File: src/rtl/shift_pkg.sv
`default_nettype none
// ============================================================================
// Package : shift_pkg
// Brief   : Operation codes and helpers shared by the pipelined barrel shifter.
// Rev     : 1.0  initial release
// ============================================================================
package shift_pkg;

  localparam int OP_W = 3;

  typedef logic [OP_W-1:0] op_t;

  localparam op_t SH_LSL = 3'b000;
  localparam op_t SH_LSR = 3'b001;
  localparam op_t SH_ASR = 3'b010;
  localparam op_t SH_ROL = 3'b011;
  localparam op_t SH_ROR = 3'b100;

  // Codes above SH_ROR are reserved and flagged as errors.
  function automatic logic is_legal_op(input op_t op);
    return (op <= SH_ROR);
  endfunction

endpackage : shift_pkg
`default_nettype wire

File: src/rtl/shift_pipe_unit_if.sv
`default_nettype none
// ============================================================================
// Interface : shift_pipe_unit_if
// Brief     : Input and result valid/ready streams of the pipelined shifter.
// Rev       : 1.0  initial release
// ============================================================================
interface shift_pipe_unit_if #(
  parameter int WIDTH = 8,
  parameter int TAG_W = 4
);
  import shift_pkg::*;

  localparam int SHAMT_W = $clog2(WIDTH);

  logic               in_valid;
  logic               in_ready;
  op_t                in_op;
  logic [SHAMT_W-1:0] in_shamt;
  logic [WIDTH-1:0]   in_data;
  logic [TAG_W-1:0]   in_tag;

  logic               out_valid;
  logic               out_ready;
  logic [WIDTH-1:0]   out_data;
  logic               out_carry;
  logic               out_zero;
  logic               out_err;
  logic [TAG_W-1:0]   out_tag;

  // Environment side: produces operations and consumes results.
  modport master (
    output in_valid, in_op, in_shamt, in_data, in_tag, out_ready,
    input  in_ready, out_valid, out_data, out_carry, out_zero, out_err, out_tag
  );

  // Shifter side.
  modport slave (
    input  in_valid, in_op, in_shamt, in_data, in_tag, out_ready,
    output in_ready, out_valid, out_data, out_carry, out_zero, out_err, out_tag
  );

endinterface : shift_pipe_unit_if
`default_nettype wire

File: src/rtl/shift_stage.sv
`default_nettype none
// ============================================================================
// Module : shift_stage
// Brief  : Combinational conditional shift/rotate by DIST with carry update.
// Rev    : 1.0  initial release
// ============================================================================
module shift_stage
  import shift_pkg::*;
#(
  parameter int WIDTH = 8,
  parameter int DIST  = 1
) (
  input  logic             en,
  input  op_t              op,
  input  logic [WIDTH-1:0] data_in,
  input  logic             carry_in,
  output logic [WIDTH-1:0] data_out,
  output logic             carry_out
);

  // Rotates and illegal ops never touch carry, so it stays at its initial 0.
  always_comb begin
    data_out  = data_in;
    carry_out = carry_in;
    if (en) begin
      case (op)
        SH_LSL: begin
          data_out  = {data_in[WIDTH-DIST-1:0], {DIST{1'b0}}};
          carry_out = data_in[WIDTH-DIST];
        end
        SH_LSR: begin
          data_out  = {{DIST{1'b0}}, data_in[WIDTH-1:DIST]};
          carry_out = data_in[DIST-1];
        end
        SH_ASR: begin
          data_out  = {{DIST{data_in[WIDTH-1]}}, data_in[WIDTH-1:DIST]};
          carry_out = data_in[DIST-1];
        end
        SH_ROL: data_out = {data_in[WIDTH-DIST-1:0], data_in[WIDTH-1:WIDTH-DIST]};
        SH_ROR: data_out = {data_in[DIST-1:0], data_in[WIDTH-1:DIST]};
        default: ;
      endcase
    end
  end

endmodule : shift_stage
`default_nettype wire

File: src/rtl/shift_pipe_unit.sv
`default_nettype none
// ============================================================================
// Module : shift_pipe_unit
// Brief  : Pipelined barrel shifter on valid/ready streams, one op per clock.
// Rev    : 1.0  initial release
// ============================================================================
module shift_pipe_unit
  import shift_pkg::*;
#(
  parameter int WIDTH = 8,
  parameter int TAG_W = 4
) (
  input  logic             clk,
  input  logic             rst_n,
  shift_pipe_unit_if.slave bus
);

  localparam int SHAMT_W = $clog2(WIDTH);

  // Bank 0 captures the raw beat; bank k+1 holds the result of shift stage k.
  logic [SHAMT_W:0]                 r_valid;
  logic [SHAMT_W:0][WIDTH-1:0]      r_data;
  logic [SHAMT_W:0]                 r_carry;
  logic [SHAMT_W:0]                 r_err;
  logic [SHAMT_W:0][TAG_W-1:0]      r_tag;
  op_t  [SHAMT_W-1:0]               r_op;
  logic [SHAMT_W-1:0][SHAMT_W-1:0]  r_shamt;
  logic                             r_zero;

  logic [SHAMT_W-1:0][WIDTH-1:0]    w_data;
  logic [SHAMT_W-1:0]               w_carry;
  logic                             w_advance;
  logic                             w_unused_shamt;

  // The whole pipe moves as one; a stalled output freezes every bank.
  assign w_advance    = !r_valid[SHAMT_W] || bus.out_ready;
  assign bus.in_ready = w_advance;

  for (genvar k = 0; k < SHAMT_W; k++) begin : g_stage
    shift_stage #(
      .WIDTH (WIDTH),
      .DIST  (1 << k)
    ) u_stage (
      .en        (r_shamt[k][k]),
      .op        (r_op[k]),
      .data_in   (r_data[k]),
      .carry_in  (r_carry[k]),
      .data_out  (w_data[k]),
      .carry_out (w_carry[k])
    );
  end

  always_ff @(posedge clk or negedge rst_n) begin
    if (!rst_n) begin
      r_valid <= '0;
      r_data  <= '0;
      r_carry <= '0;
      r_err   <= '0;
      r_tag   <= '0;
      r_op    <= '0;
      r_shamt <= '0;
      r_zero  <= 1'b0;
    end else if (w_advance) begin
      r_valid[0] <= bus.in_valid;
      r_data[0]  <= bus.in_data;
      r_carry[0] <= 1'b0;
      r_err[0]   <= !is_legal_op(bus.in_op);
      r_tag[0]   <= bus.in_tag;
      r_op[0]    <= bus.in_op;
      r_shamt[0] <= bus.in_shamt;
      for (int k = 0; k < SHAMT_W; k++) begin
        r_valid[k+1] <= r_valid[k];
        r_data[k+1]  <= w_data[k];
        r_carry[k+1] <= w_carry[k];
        r_err[k+1]   <= r_err[k];
        r_tag[k+1]   <= r_tag[k];
      end
      for (int k = 0; k < SHAMT_W - 1; k++) begin
        r_op[k+1]    <= r_op[k];
        r_shamt[k+1] <= r_shamt[k];
      end
      r_zero <= (w_data[SHAMT_W-1] == '0);
    end
  end

  // The last shift stage only consumes its own shamt bit.
  assign w_unused_shamt = ^r_shamt[SHAMT_W-1];

  assign bus.out_valid = r_valid[SHAMT_W];
  assign bus.out_data  = r_data[SHAMT_W];
  assign bus.out_carry = r_carry[SHAMT_W];
  assign bus.out_zero  = r_zero;
  assign bus.out_err   = r_err[SHAMT_W];
  assign bus.out_tag   = r_tag[SHAMT_W];

endmodule : shift_pipe_unit
`default_nettype wire
File: src/flat_wrapper.sv
// flat-port wrapper written by rule: the top's interface ports become plain ports
module shift_pipe_unit_flat import shift_pkg::*;
#(
  parameter int WIDTH = 8,
  parameter int TAG_W = 4
)
  (clk, rst_n, bus_in_valid, bus_in_op, bus_in_shamt, bus_in_data, bus_in_tag, bus_out_ready, bus_in_ready, bus_out_valid, bus_out_data, bus_out_carry, bus_out_zero, bus_out_err, bus_out_tag);
  shift_pipe_unit_if #(.WIDTH(WIDTH), .TAG_W(TAG_W)) bus_i ();
  input  logic clk;
  input  logic rst_n;
  input wire logic [$bits(bus_i.in_valid)-1:0] bus_in_valid;
  input wire logic [$bits(bus_i.in_op)-1:0] bus_in_op;
  input wire logic [$bits(bus_i.in_shamt)-1:0] bus_in_shamt;
  input wire logic [$bits(bus_i.in_data)-1:0] bus_in_data;
  input wire logic [$bits(bus_i.in_tag)-1:0] bus_in_tag;
  input wire logic [$bits(bus_i.out_ready)-1:0] bus_out_ready;
  output wire logic [$bits(bus_i.in_ready)-1:0] bus_in_ready;
  output wire logic [$bits(bus_i.out_valid)-1:0] bus_out_valid;
  output wire logic [$bits(bus_i.out_data)-1:0] bus_out_data;
  output wire logic [$bits(bus_i.out_carry)-1:0] bus_out_carry;
  output wire logic [$bits(bus_i.out_zero)-1:0] bus_out_zero;
  output wire logic [$bits(bus_i.out_err)-1:0] bus_out_err;
  output wire logic [$bits(bus_i.out_tag)-1:0] bus_out_tag;
  assign bus_i.in_valid = bus_in_valid;
  assign bus_i.in_op = bus_in_op;
  assign bus_i.in_shamt = bus_in_shamt;
  assign bus_i.in_data = bus_in_data;
  assign bus_i.in_tag = bus_in_tag;
  assign bus_i.out_ready = bus_out_ready;
  assign bus_in_ready = bus_i.in_ready;
  assign bus_out_valid = bus_i.out_valid;
  assign bus_out_data = bus_i.out_data;
  assign bus_out_carry = bus_i.out_carry;
  assign bus_out_zero = bus_i.out_zero;
  assign bus_out_err = bus_i.out_err;
  assign bus_out_tag = bus_i.out_tag;
  shift_pipe_unit #(.WIDTH(WIDTH), .TAG_W(TAG_W)) u_core (.clk(clk), .rst_n(rst_n), .bus(bus_i));
endmodule
File: config.mk
export PLATFORM = sky130hd
export DESIGN_NAME = shift_pipe_unit_flat
export DESIGN_NICKNAME = d
export VERILOG_FILES = /design/src/rtl/shift_pkg.sv /design/src/rtl/shift_pipe_unit_if.sv /design/src/rtl/shift_stage.sv /design/src/rtl/shift_pipe_unit.sv /design/src/flat_wrapper.sv
export SDC_FILE = /design/constraint.sdc
export NUM_CORES = 1
export LEC_CHECK = 0
export CELL_PAD_IN_SITES_DETAIL_PLACEMENT = 1
export CELL_PAD_IN_SITES_GLOBAL_PLACEMENT = 2
export CORE_MARGIN = 3
export CORE_UTILIZATION = 30
export DETAILED_ROUTE_END_ITERATION = 10
export GPL_TIMING_DRIVEN = 0
export PLACE_DENSITY_LB_ADDON = 0.2
export SLEW_MARGIN = 10
export SYNTH_ARGS = -nofsm -noshare
export SYNTH_HDL_FRONTEND = slang
export SYNTH_HIERARCHICAL = 1
export SYNTH_SLANG_ARGS = --single-unit
export TNS_END_PERCENT = 10
File: constraint.sdc
create_clock -name clk -period 1.6 [get_ports clk]
set_clock_uncertainty 0.15 [all_clocks]
set_input_delay 0.48 -clock clk [delete_from_list [all_inputs] [get_ports clk]]
set_output_delay 0.48 -clock clk [all_outputs]
set_load 0.01 [all_outputs]
### Word level (Yosys, flattened, before mapping)

Cells that the tools add are included.

| operators by class | value |
|---|---|
| $lt $le $gt $ge | 1 |
| equal/unequal tests | 12 |
| mux-type cells | 12 |
| reductions and logical operators | 11 |

Operators by type and width:

| cell | number |
|---|---|
| 8-bit case mux with 5 select lines | 2 |
| 8-bit case mux with 4 select lines | 1 |
| 8-bit two-way mux | 3 |
| 3-bit by 2-bit == test with 1-bit output, second input constant | 6 |
| 3-bit by 1-bit == test with 1-bit output, second input constant | 3 |
| 3-bit == test, second input constant | 3 |
| 3-bit logical NOT | 3 |
| 8-bit logical NOT | 1 |
| 2-bit OR reduction | 4 |
| 1-bit case mux with 2 select lines | 3 |
| 3-bit less-or-equal comparator, second input constant | 1 |
| 1-bit two-way mux | 3 |
| 1-bit logical NOT | 2 |
| 1-bit logical OR | 1 |

| word-level totals | value |
|---|---|
| flip-flop bits (word level) | 78 |
| input bits | 22 |
| output and inout bits | 17 |
| word-level logic and storage cells | 54 |

### Longest topological paths before layout

Gate-level depths: netlist of run 1.

| logic depth | value |
|---|---|
| word-level depth | 5 |
| mapped depth | 7 |
| gate-level depth less buffers | 5 |

### Hierarchy

The synthesis of run 1 kept the hierarchy.

Modules (own cells, without submodules):

| module | times used | cells each | area each (µm²) | seq. area each (µm²) |
|---|---|---|---|---|
| shift_pipe_unit | 1 | 177 | 3071.7 | 1876.8 |
| shift_stage at u_core.g_stage[0].u_stage | 1 | 65 | 457.9 | 0.0 |
| shift_stage at u_core.g_stage[1].u_stage | 1 | 53 | 365.4 | 0.0 |
| shift_stage at u_core.g_stage[2].u_stage | 1 | 49 | 340.3 | 0.0 |

### Least setup slack after synthesis of run 1

OpenSTA, ideal clock, no wires.

| timing path | value |
|---|---|
| path type | reg-to-reg |
| start point | register u_core/r_op[6] (netlist bit) |
| end point | register u_core.r_zero, in the netlist u_core/bus.out_zero |
| library setup time | 0.064 ns |
| arrival | 1.496 ns |
| required time | 1.386 ns |
| slack | -0.110 ns |
| cell stages (with the launch flop) | 7 |
| path buffers | 1 |
| period minus slack after synthesis | 1.710 ns |
| cells stage by stage | dfrtp_1 > buf_6 > or3b_1 > o21ai_0 > a22oi_1 > nor4_1 > a31o_2 |

RTL lines:

| item | RTL line | RTL |
|---|---|---|
| start, declared | shift_pipe_unit.sv:26 | `op_t [SHAMT_W-1:0] r_op;` |
| start signal, assigned by index | shift_pipe_unit.sv:79 | `r_op[k+1] <= r_op[k];` |
| end signal, assigned | shift_pipe_unit.sv:82 | `r_zero <= (w_data[SHAMT_W-1] == '0);` |
| end, declared | shift_pipe_unit.sv:28 | `logic r_zero;` |

==> flow_summary.yaml, run 1 <==
clock_tree:
  cts_buffers: 9
  cts_max_path_buffers: 2
  clkTransAtPathRegs_ps: 70
  cts-root-buf: "clkbuf_16"
  ctsHtreeMaxLevel: 3
  cts_sinks: 75
  cts_tree: "built"
  clk_latency_ps: 340
pwr:
  p_per_area_mw_per_mm2: 2180
  power_mw: 12.7
  peakVddDrop_v: 0.000790
  p_leak_nw: 2.52
grt:
  grt-ovfl-total: 0
  grt_start_max_net_pins: 44
  grt_pass1_wl_mm: 17.6
  grt_usage: 0.140
  antenna_found_initial: 0
  grt_pass1_vias: 3237
worst_setup_path:
  startpoint: "u_core/r_op[8]$_DFFE_PN0P_"
  regToRegSetupSlack_ps: -260
  cp.required_ps: 1730
  critPathKind: "reg -> reg"
  cp.arrival_ps: 1990
  r2r_start: "u_core/r_op[8]$_DFFE_PN0P_"
  crit_fanout: 9
  start_kind: "register"
  critPathCaptureType: "register"
timing:
  maxSlewViolCount: 0
  setup_slack_ps: -262
  setup_tns_ps: -2270
  hold_viol_final: 0
  fin_crit_sh: 1.16
  setup_violations: 28
  final.min_clock_period_ps: 1860
  max_freq_mhz: 537
  rsz0062_at_grt: "yes"
detailed_routing:
  viasPerCell: 5.06
  drt-initial-drc-count: 143
  dr.pass1.iters: 4
  drc: 0
  ant_nets: 0
  drt-total-wl_mm: 10.8
  avgRoutedWirePerCell_um: 18.0
  vias: 3042
run:
  cap_violations: 0
floorplanning:
  die_w_um: 125
  rows: 42
  initial_utilization: 0.314
  fp.coreArea_sq_mm: 0.0135
  pin_count: 39
  dieHeight_um: 125
  dieArea_sq_mm: 0.0156
synthesis:
  yosys.area.top_type_share: 0.443
  synth.ff_latch_count: 75
  netlist_area_sq_mm: 0.00424
  synth_area_leaders: "dfrtp_1 (44%), mux2_4 (14%), mux2_2 (8.8%)"
  ys.warnings.count: 6
  postSynthCellCount: 344
  yosysTopAreaCell: "dfrtp_1"
  synth_cell_type_count: 50
  seq_area_frac_synth: 0.443
  avgSynthCellArea_sq_um: 12.3
finish:
  n_antenna_cell: 0
  area_growth_pct: 37.8
  nets: 442
  fillerInstances: 1405
  mostFrequentLayoutCell: "dfrtp_1"
  stdcell_count: 601
  final_cell_mix: "dfrtp_1 (71), mux2_4 (49), buf_6 (35)"
  drive_above_1_share: 0.518
place:
  dp.cells: 560
  place_worst_setup_slack_ps: -1050
  dp_hpwl_mm: 7.11
  io_buffers: 38
  gp_congestion: 0.737
min_path:
  min_path_type: "reg -> reg"
  hold_start: "u_core/r_valid[2]$_DFFE_PN0P_"
status:
  run_status: "finished, violations left"
  violations: "negative setup slack"
worst max-delay path, cell delays in order, from the launching register on:
cell     delay, ps
dfrtp_1        380
buf_4          170
a21bo_2        260
a22oi_1        210
a22oi_2        100
nor4_2         330
a31o_2         200
stage by stage:
stage	hold WS, ps	util	instance area, sq um
final	346	0.432	5840
after global routing	377	0.432	5840
after CTS	360	0.408	5510
after detailed placement	319	0.360	4860
after global placement	336	0.358	4840
after floorplan	34.4	-	4240
kinds of logic (layout without fill, tap and decap cells):
| logic type | after synthesis | in the layout | synth area share |
|---|---|---|---|
| compound gates | 94 | 94 | 0.149 |
| mux | 76 | 76 | 0.237 |
| flops | 75 | 75 | 0.443 |
| simple gates | 50 | 50 | 0.0804 |
| buf+inv | 44 | 124 | 0.0756 |
| xor+xnor | 4 | 4 | 0.0136 |
| other cells | 1 | 2 | 0.000885 |
layer usage:
metal | GRT usage | part of all wire | vias to the layer above
met2 | 0.219 | 0.48 | 38
met3 | 0.0219 | 0.025 | 9
met1 | 0.196 | 0.48 | 1569
li1 | - | - | 1426
met4 | 0.0523 | 0.014 | 0
met5 | 0 | 0 | -
timing repair:
action,4_1_cts,5_1_grt
hold buffers,1,0
hold endpoints to repair,32,0
pin swaps,6,12
buffers inserted,12,13
endpoints found under the setup margin,84,79
cloned,1,2
resized for setup,127,45
sequential cells by signal, summed over array words and instances (netlist names):
signal               count
u_core/bus.out_data      8
u_core/r_op              9
u_core/bus.out_zero      1
u_core/r_tag            12
u_core/r_valid           4
u_core/bus.out_tag       4
u_core/r_shamt           6
u_core/r_data           24
u_core/r_err             4
u_core/r_carry           3
path summary, 6_finish.rpt:
kind / cells past startpoint / endpoint
worst min register to register: 1 / u_core/r_valid[3]$_DFFE_PN0P_
worst max-delay path: 6 / u_core/bus.out_zero$_DFFE_PN0P_
worst max register to register: 6 / u_core/bus.out_zero$_DFFE_PN0P_
worst min-delay path: 1 / u_core/r_valid[3]$_DFFE_PN0P_
max in group asynchronous: 3 / u_core/r_op[5]$_DFFE_PN0P_
min in group asynchronous: 2 / u_core/r_data[11]$_DFFE_PN0P_
report_power, final:
group,leakage (nW),internal [mW],switching (mW)
Clock,0.163,1.39,0.885
Sequential,0.871,2.74,0.958
Combinational,1.49,3.96,2.79
cells in the mapped netlist, drive strengths merged:
cell type	instances
a22oi	15
conb	1
a32oi	1
and2b	1
nand3b	11
o32a	1
a221oi	1
o21ai	18
nor2b	5
xor2	2
o31ai	3
a221o	2
nor2	4
and3b	3
nand2	6
a211oi	2
nand2b	9
a31o	1
o211ai	13
buf	36
a31oi	14
a2bb2oi	1
mux2i	2
inv	7
and4bb	1
a2111oi	2
xnor2	2
o2111a	1
nor3b	1
mux2	74
clkbuf	1
nor4	2
nor4b	1
or3b	1
nand3	2
and2	3
a21bo	1
a21oi	16
dfrtp	75
o22ai	2
layout make-up:
class	instances	area, sq um	area share
Sequential cell	75	1880	0.322
Buffer	33	393	0.0673
Inverter	7	26.3	0.00450
Clock inverter	7	106	0.0182
Clock buffer	9	225	0.0386
Tap cell	176	220	0.0377
Multi-Input combinational cell	226	2340	0.401
Timing Repair Buffer	68	644	0.110
Note: power is estimated with default switching activity, not from simulation.
==> inputs of run 2 (changes only) <==
CORE_ASPECT_RATIO = 0.8   (was unset)
==> run 2 against run 1 <==
Effect of this change: the run still ends with negative setup slack left; sequential cell count unchanged; non-clock buffer count up 2; sequential power down 1%; global-route usage down 0.40 points; count of clock-buffer cells in the layout unchanged; wire length down 2.2%.
==> flow_summary.yaml, run 2 (same netlist as run 1, synthesis figures left out) <==
worst_setup_path:
  cp.arrival_ps: 2010
  cpLargestDelayFamily: "simple AND/OR/NAND/NOR gates"
  cp.required_ps: 1730
  max_stage_delay_ps: 400
  cpMaxStageDelayCell: "dfrtp_1"
  critical_path.cell_chain: "buf_6 -> or3b_4 -> o21ai_2 -> a22oi_2 -> nor4_2 -> a31o_2"
  crit_fanout: 6
  critPathKind: "reg -> reg"
  critPathCaptureType: "register"
  start_kind: "register"
  crit_buf_inv: 1
  cp.depth: 6
  reg2regPathDepth: 6
floorplanning:
  die_w_um: 139
  initial_utilization: 0.309
  rows: 38
  fp.coreArea_sq_mm: 0.0137
  pin_count: 39
  dieArea_sq_mm: 0.0156
  dieHeight_um: 112
finish:
  fin_area_sq_mm: 0.00585
  drive_above_1_share: 0.518
  n_antenna_cell: 0
  register_area_sq_mm: 0.00188
  reg_top3: "u_core/r_data x24, u_core/r_tag x12, u_core/r_op x9"
  multi_input_area_sq_mm: 0.00230
  mostFrequentLayoutCell: "dfrtp_1"
  fillerInstances: 1417
  largest_reg_flops: 24
  nets: 444
  final_cell_mix: "dfrtp_1 (71), mux2_4 (49), buf_6 (37)"
  area_growth_pct: 38.0
  largest-register: "u_core/r_data"
detailed_routing:
  dr.pass1.iters: 4
  drc: 0
  vias: 3072
  avgRoutedWirePerCell_um: 17.4
  drt-initial-drc-count: 126
  drt-total-wl_mm: 10.6
  viasPerCell: 5.06
  ant_nets: 0
clock_tree:
  cts_buffers: 9
  cts-root-buf: "clkbuf_16"
  clk_latency_ps: 330
  clkTransAtPathRegs_ps: 60
  cts_sinks: 75
  ctsHtreeMaxLevel: 3
  cts_tree: "built"
  cts_max_path_buffers: 2
timing:
  final.min_clock_period_ps: 1880
  fin_crit_sh: 1.18
  rsz0062_at_grt: "yes"
  setup_slack_ps: -281
  max_freq_mhz: 532
  hold_slack_ps: 323
  hold_viol_final: 0
  setup_violations: 24
  maxSlewViolCount: 0
grt:
  grt_start_max_net_pins: 45
  grt_pass1_vias: 3148
  antenna_found_initial: 0
  grt_usage: 0.136
  grt_pass1_wl_mm: 17.0
  grt-ovfl-total: 0
pwr:
  peakVddDrop_v: 0.000751
  p_per_area_mw_per_mm2: 2120
  p_leak_nw: 2.52
  power_mw: 12.4
run:
  cap_violations: 0
place:
  post_dp_cell_area_sq_mm: 0.00487
  dp_hpwl_mm: 7.04
  io_buffers: 38
  gp_congestion: 0.799
min_path:
  min_path_cells: 1
  min_path_type: "reg -> reg"
status:
  violations: "negative setup slack"
  run_status: "finished, violations left"
run 2: where the power goes:
group / switching, mW / internal, mW / total, mW
Sequential: 0.908 / 2.74 / 3.65
Clock: 0.906 / 1.26 / 2.16
Combinational: 2.71 / 3.89 / 6.60
run 2: cell type report:
type                       count  area share
inverter                       7     0.00449
tap                          180      0.0385
clock buffer                   9      0.0385
timing repair buffer          67       0.110
buffer                        36      0.0764
multi-input combinational    226       0.394
clock inverter                 7      0.0163
sequential                    75       0.322
run 2: per-layer routing:
metal	up-vias	track usage	share of wire
met3	11	0.0294	0.035
met4	0	0.0391	0.012
met5	-	0	0
li1	1426	-	-
met1	1582	0.196	0.49
met2	53	0.207	0.46
run 2: worst reg2reg max path: stages (launching register included):
cell and delay (ps):
dfrtp_1 400, buf_6 150, or3b_4 400, o21ai_2 80
a22oi_2 100, nor4_2 340, a31o_2 200
run 2: path summary, 6_finish.rpt:
| check | startpoint | to | slack [ps] |
|---|---|---|---|
| max | u_core/r_op[6]$_DFFE_PN0P_ | u_core/bus.out_zero$_DFFE_PN0P_ | -280 |
| min | u_core/r_valid[2]$_DFFE_PN0P_ | u_core/r_valid[3]$_DFFE_PN0P_ | 320 |
| max reg2reg | u_core/r_op[6]$_DFFE_PN0P_ | u_core/bus.out_zero$_DFFE_PN0P_ | -280 |
| min reg2reg | u_core/r_valid[2]$_DFFE_PN0P_ | u_core/r_valid[3]$_DFFE_PN0P_ | 320 |
| max in group asynchronous | rst_n | u_core/r_shamt[0]$_DFFE_PN0P_ | 220 |
| min in group asynchronous | rst_n | u_core/bus.out_data[1]$_DFFE_PN0P_ | 500 |
run 2: stage by stage:
step / TNS [ps] / setup WS (ps) / cells / util
2_1_floorplan: -332 / -76.7 / 345 / -
3_3_place_gp: -248920 / -2880 / 563 / 0.354
3_5_place_dp: -34140 / -1040 / 564 / 0.356
4_1_cts: -3420 / -268 / 589 / 0.400
5_1_grt: -5730 / -321 / 607 / 0.427
6_report: -2680 / -281 / 607 / 0.427
run 2: timing repair:
item / CTS / global route
cloned: 0 / 3
hold buffers: 1 / 0
setup endpoints to repair: 84 / 75
pin swaps: 6 / 16
setup buffers: 8 / 16
hold endpoints to repair: 31 / 0
resized for setup: 125 / 57
==> inputs of run 3 (changes only) <==
ABC_AREA = 1   (was unset)
==> run 3 against run 2 <==
Effect of this change: the flow still finishes with violations (negative setup slack); sequential cell count unchanged; register-to-register slack better by 280 ps; count of clock-buffer cells in the layout increased by 1; utilization down 2.2 points; critical path depth decreased by 2; die area shrank 8.9%; wire length increased by 2.9%; clock power shrank 3%; area after synthesis decreased by 9.3%; combinational power decreased by 30%; final cell count increased by 24%; critical path type is now in -> out; largest cell class is now sequential cells; largest power group unchanged.
==> flow_summary.yaml, run 3 <==
pwr:
  p_sw_frac: 0.421
  peakVddDrop_v: 0.000578
  p_int_mw: 5.96
  p_switching_mw: 4.33
  p_seq_frac: 0.348
  p_comb_frac: 0.449
  p_leak_nw: 2.55
  power_mw: 10.3
  p_clk_frac: 0.204
  p_per_area_mw_per_mm2: 2060
status:
  violations: "negative setup slack"
  run_status: "finished, violations left"
timing:
  maxSlewViolCount: 0
  hold_viol_final: 0
  fin_crit_sh: 1.07
  setup_slack_ps: -119
  rsz0062_at_grt: "yes"
  setup_violations: 2
  max_freq_mhz: 582
  final.min_clock_period_ps: 1720
grt:
  grt_pass1_vias: 3812
  grt_usage: 0.167
  grt-ovfl-total: 0
  grt_pass1_wl_mm: 19.0
  antenna_found_initial: 0
  grt_start_max_net_pins: 44
detailed_routing:
  vias: 3440
  drt-initial-drc-count: 129
  drt-total-wl_mm: 10.9
  dr.pass1.iters: 4
  viasPerCell: 4.56
  drc: 0
  ant_nets: 0
  avgRoutedWirePerCell_um: 14.4
worst_setup_path:
  r2r_start: "u_core/r_op[6]$_DFFE_PN0P_"
  max_stage_delay_ps: 260
  cp.required_ps: 970
  critical_path.cell_chain: "dlygate4sd2_1 -> nor2_4 -> inv_4 -> buf_6"
  cpLargestDelayFamily: "buffers and inverters"
  crit_fanout: 3
  regToRegSetupSlack_ps: 0
  r2r_end: "u_core/bus.out_zero$_DFFE_PN0P_"
  critPathKind: "in -> out"
  crit_buf_inv: 3
  cp.arrival_ps: 1090
  cpMaxStageDelayCell: "dlygate4sd2_1"
  start_kind: "primary input"
  reg2regPathDepth: 10
  critPathCaptureType: "primary output"
clock_tree:
  cts_tree: "built"
  clk_latency_ps: 340
  cts_sinks: 75
  ctsHtreeMaxLevel: 3
  clkTransAtPathRegs_ps: 60
  cts-root-buf: "clkbuf_16"
  cts_buffers: 9
  cts_max_path_buffers: 2
place:
  dp.cells: 728
  gp_congestion: 0.794
  io_buffers: 38
  place_worst_setup_slack_ps: -1000
  post_dp_cell_area_sq_mm: 0.00446
  dp_hpwl_mm: 7.63
synthesis:
  postSynthCellCount: 518
  seq_area_frac_synth: 0.489
  synth_common_cells: "nand2_1 (259), dfrtp_1 (75), nor2_1 (48)"
  netlist_area_sq_mm: 0.00384
  yosysTopAreaCell: "dfrtp_1"
  synth.area.mux_share: 0
  synth_cell_type_count: 22
  avgSynthCellArea_sq_um: 7.42
  synth_xor_area_frac: 0
  ys.warnings.count: 6
  yosys.area.top_type_share: 0.489
  ys.flop_type: "dfrtp_1"
  synth-edff-count: 0
  syn-num-nets: 540
  synth.ff_latch_count: 75
  async_flop_share: 1.00
  synth_fa_ha_area_frac: 0
  synth_top_family_by_area: "simple AND/OR/NAND/NOR gates"
  synth_compound_area_frac: 0.0577
  synth.most_common_cell: "nand2_1"
  synth-simple-area-share: 0.352
  synth_area_leaders: "dfrtp_1 (49%), nand2_1 (25%), nor2_1 (4.7%)"
floorplanning:
  pin_count: 39
  initial_utilization: 0.311
  dieArea_sq_mm: 0.0142
  rows: 36
  fp.coreArea_sq_mm: 0.0123
  dieHeight_um: 107
  die_w_um: 133
finish:
  reg_top3: "u_core/r_data x24, u_core/r_tag x12, u_core/r_op x9"
  n_antenna_cell: 0
  area_growth_pct: 30.0
  largest-register: "u_core/r_data"
  largest_reg_flops: 24
  drive_above_1_share: 0.208
  final_cell_mix: "nand2_1 (254), dfrtp_1 (66), nor2_1 (41)"
  mostFrequentLayoutCell: "nand2_1"
  nets: 600
  fin_area_sq_mm: 0.00499
  stdcell_count: 754
run:
  cap_violations: 0
min_path:
  hold_start: "u_core/r_valid[2]$_DFFE_PN0P_"
  min_path_cells: 2
  hold_path_end: "u_core/r_valid[3]$_DFFE_PN0P_"
  min_path_type: "reg -> reg"
==> run 3: cell types whose count changed in the layout (fill, tap and decap cells not counted), sizes merged, moves of 9 or more <==
cell    before  now
inv         11   33
nand2        6  266
o211ai      13    0
buf         75   55
nand3        2   18
a22oi       15    0
a31oi       14    0
nand2b       9    0
nor2         4   53
nand3b      11    0
mux2        74    0
==> run 3: cell families after synthesis <==
family	count (synthesis)
AND/OR/NAND/NOR	340
buffers and inverters	60
AO/OA/AOI/OAI	42
flip-flops	75
other	1
==> run 3: metal layers <==
layer  global-route usage  wire length [um]  share of wire  up-vias
met3               0.0356               278          0.026        9
li1                     -                 -              -     1696
met5                    0                 0              0        -
met2                0.264              4900           0.45       37
met1                0.233              5590           0.51     1698
met4               0.0430               104         0.0096        0
==> run 3: worst max path at each step <==
stage	to	cells after the start	start	slack (ps)
5_1_grt	bus_in_ready	4	u_core/r_valid[3]$_DFFE_PN0P_	-150
3_5_place_dp	bus_in_ready	6	bus_out_ready	-1000
2_1_floorplan	bus_in_ready	4	bus_out_ready	70
3_3_place_gp	u_core/bus.out_tag[1]$_DFFE_PN0P_	1	rst_n	-2990
6_report	bus_in_ready	4	bus_out_ready	-120
4_1_cts	bus_in_ready	5	u_core/r_valid[3]$_DFFE_PN0P_	-240
==> run 3: tightest hold or removal path, delay by kind of cell, from the launching register on <==
family / cells / cell delay [ps]
flip-flops: 1 / 320
AND/OR/NAND/NOR: 1 / 60
buffers and inverters: 1 / 50
==> run 3: final cells by class <==
type                    count  area, sq um
fillers                  1540         7350
flip-flops and latches     75         1890
multi-input cells         383         1680
repair buffers             52          504
plain buffers              27          285
clock buffers              10          229
well taps                 171          214
inverters                  30          120
clock inverters             6         72.6
==> run 3: through the flow <==
stage	hold slack [ps]	util	TNS (ps)
after detailed placement	290	0.361	-15760
after global placement	299	0.359	-238190
final	306	0.405	-168
after global routing	351	0.405	-789
after floorplan	34.4	-	0
after CTS	313	0.392	-625
==> run 3: timing repair <==
action                                  CTS  global route
gates resized for setup                  72            39
hold buffers                              1             0
pin swaps                                 1             8
endpoints found under the setup margin   25            41
setup buffers                             2             9
endpoints found under the hold margin    32             0
cloned                                    0             1
==> run 3: power groups by stage <==
stage / clock [mW] / sequential (mW) / combinational [mW]
6_report: 2.10 / 3.57 / 4.61
5_1_grt: 2.24 / 3.71 / 5.29
4_1_cts: 2.17 / 3.52 / 4.37
3_5_place_dp: 0 / 3.51 / 4.19
3_3_place_gp: 0 / 3.47 / 4.09
2_1_floorplan: 0 / 3.25 / 2.93
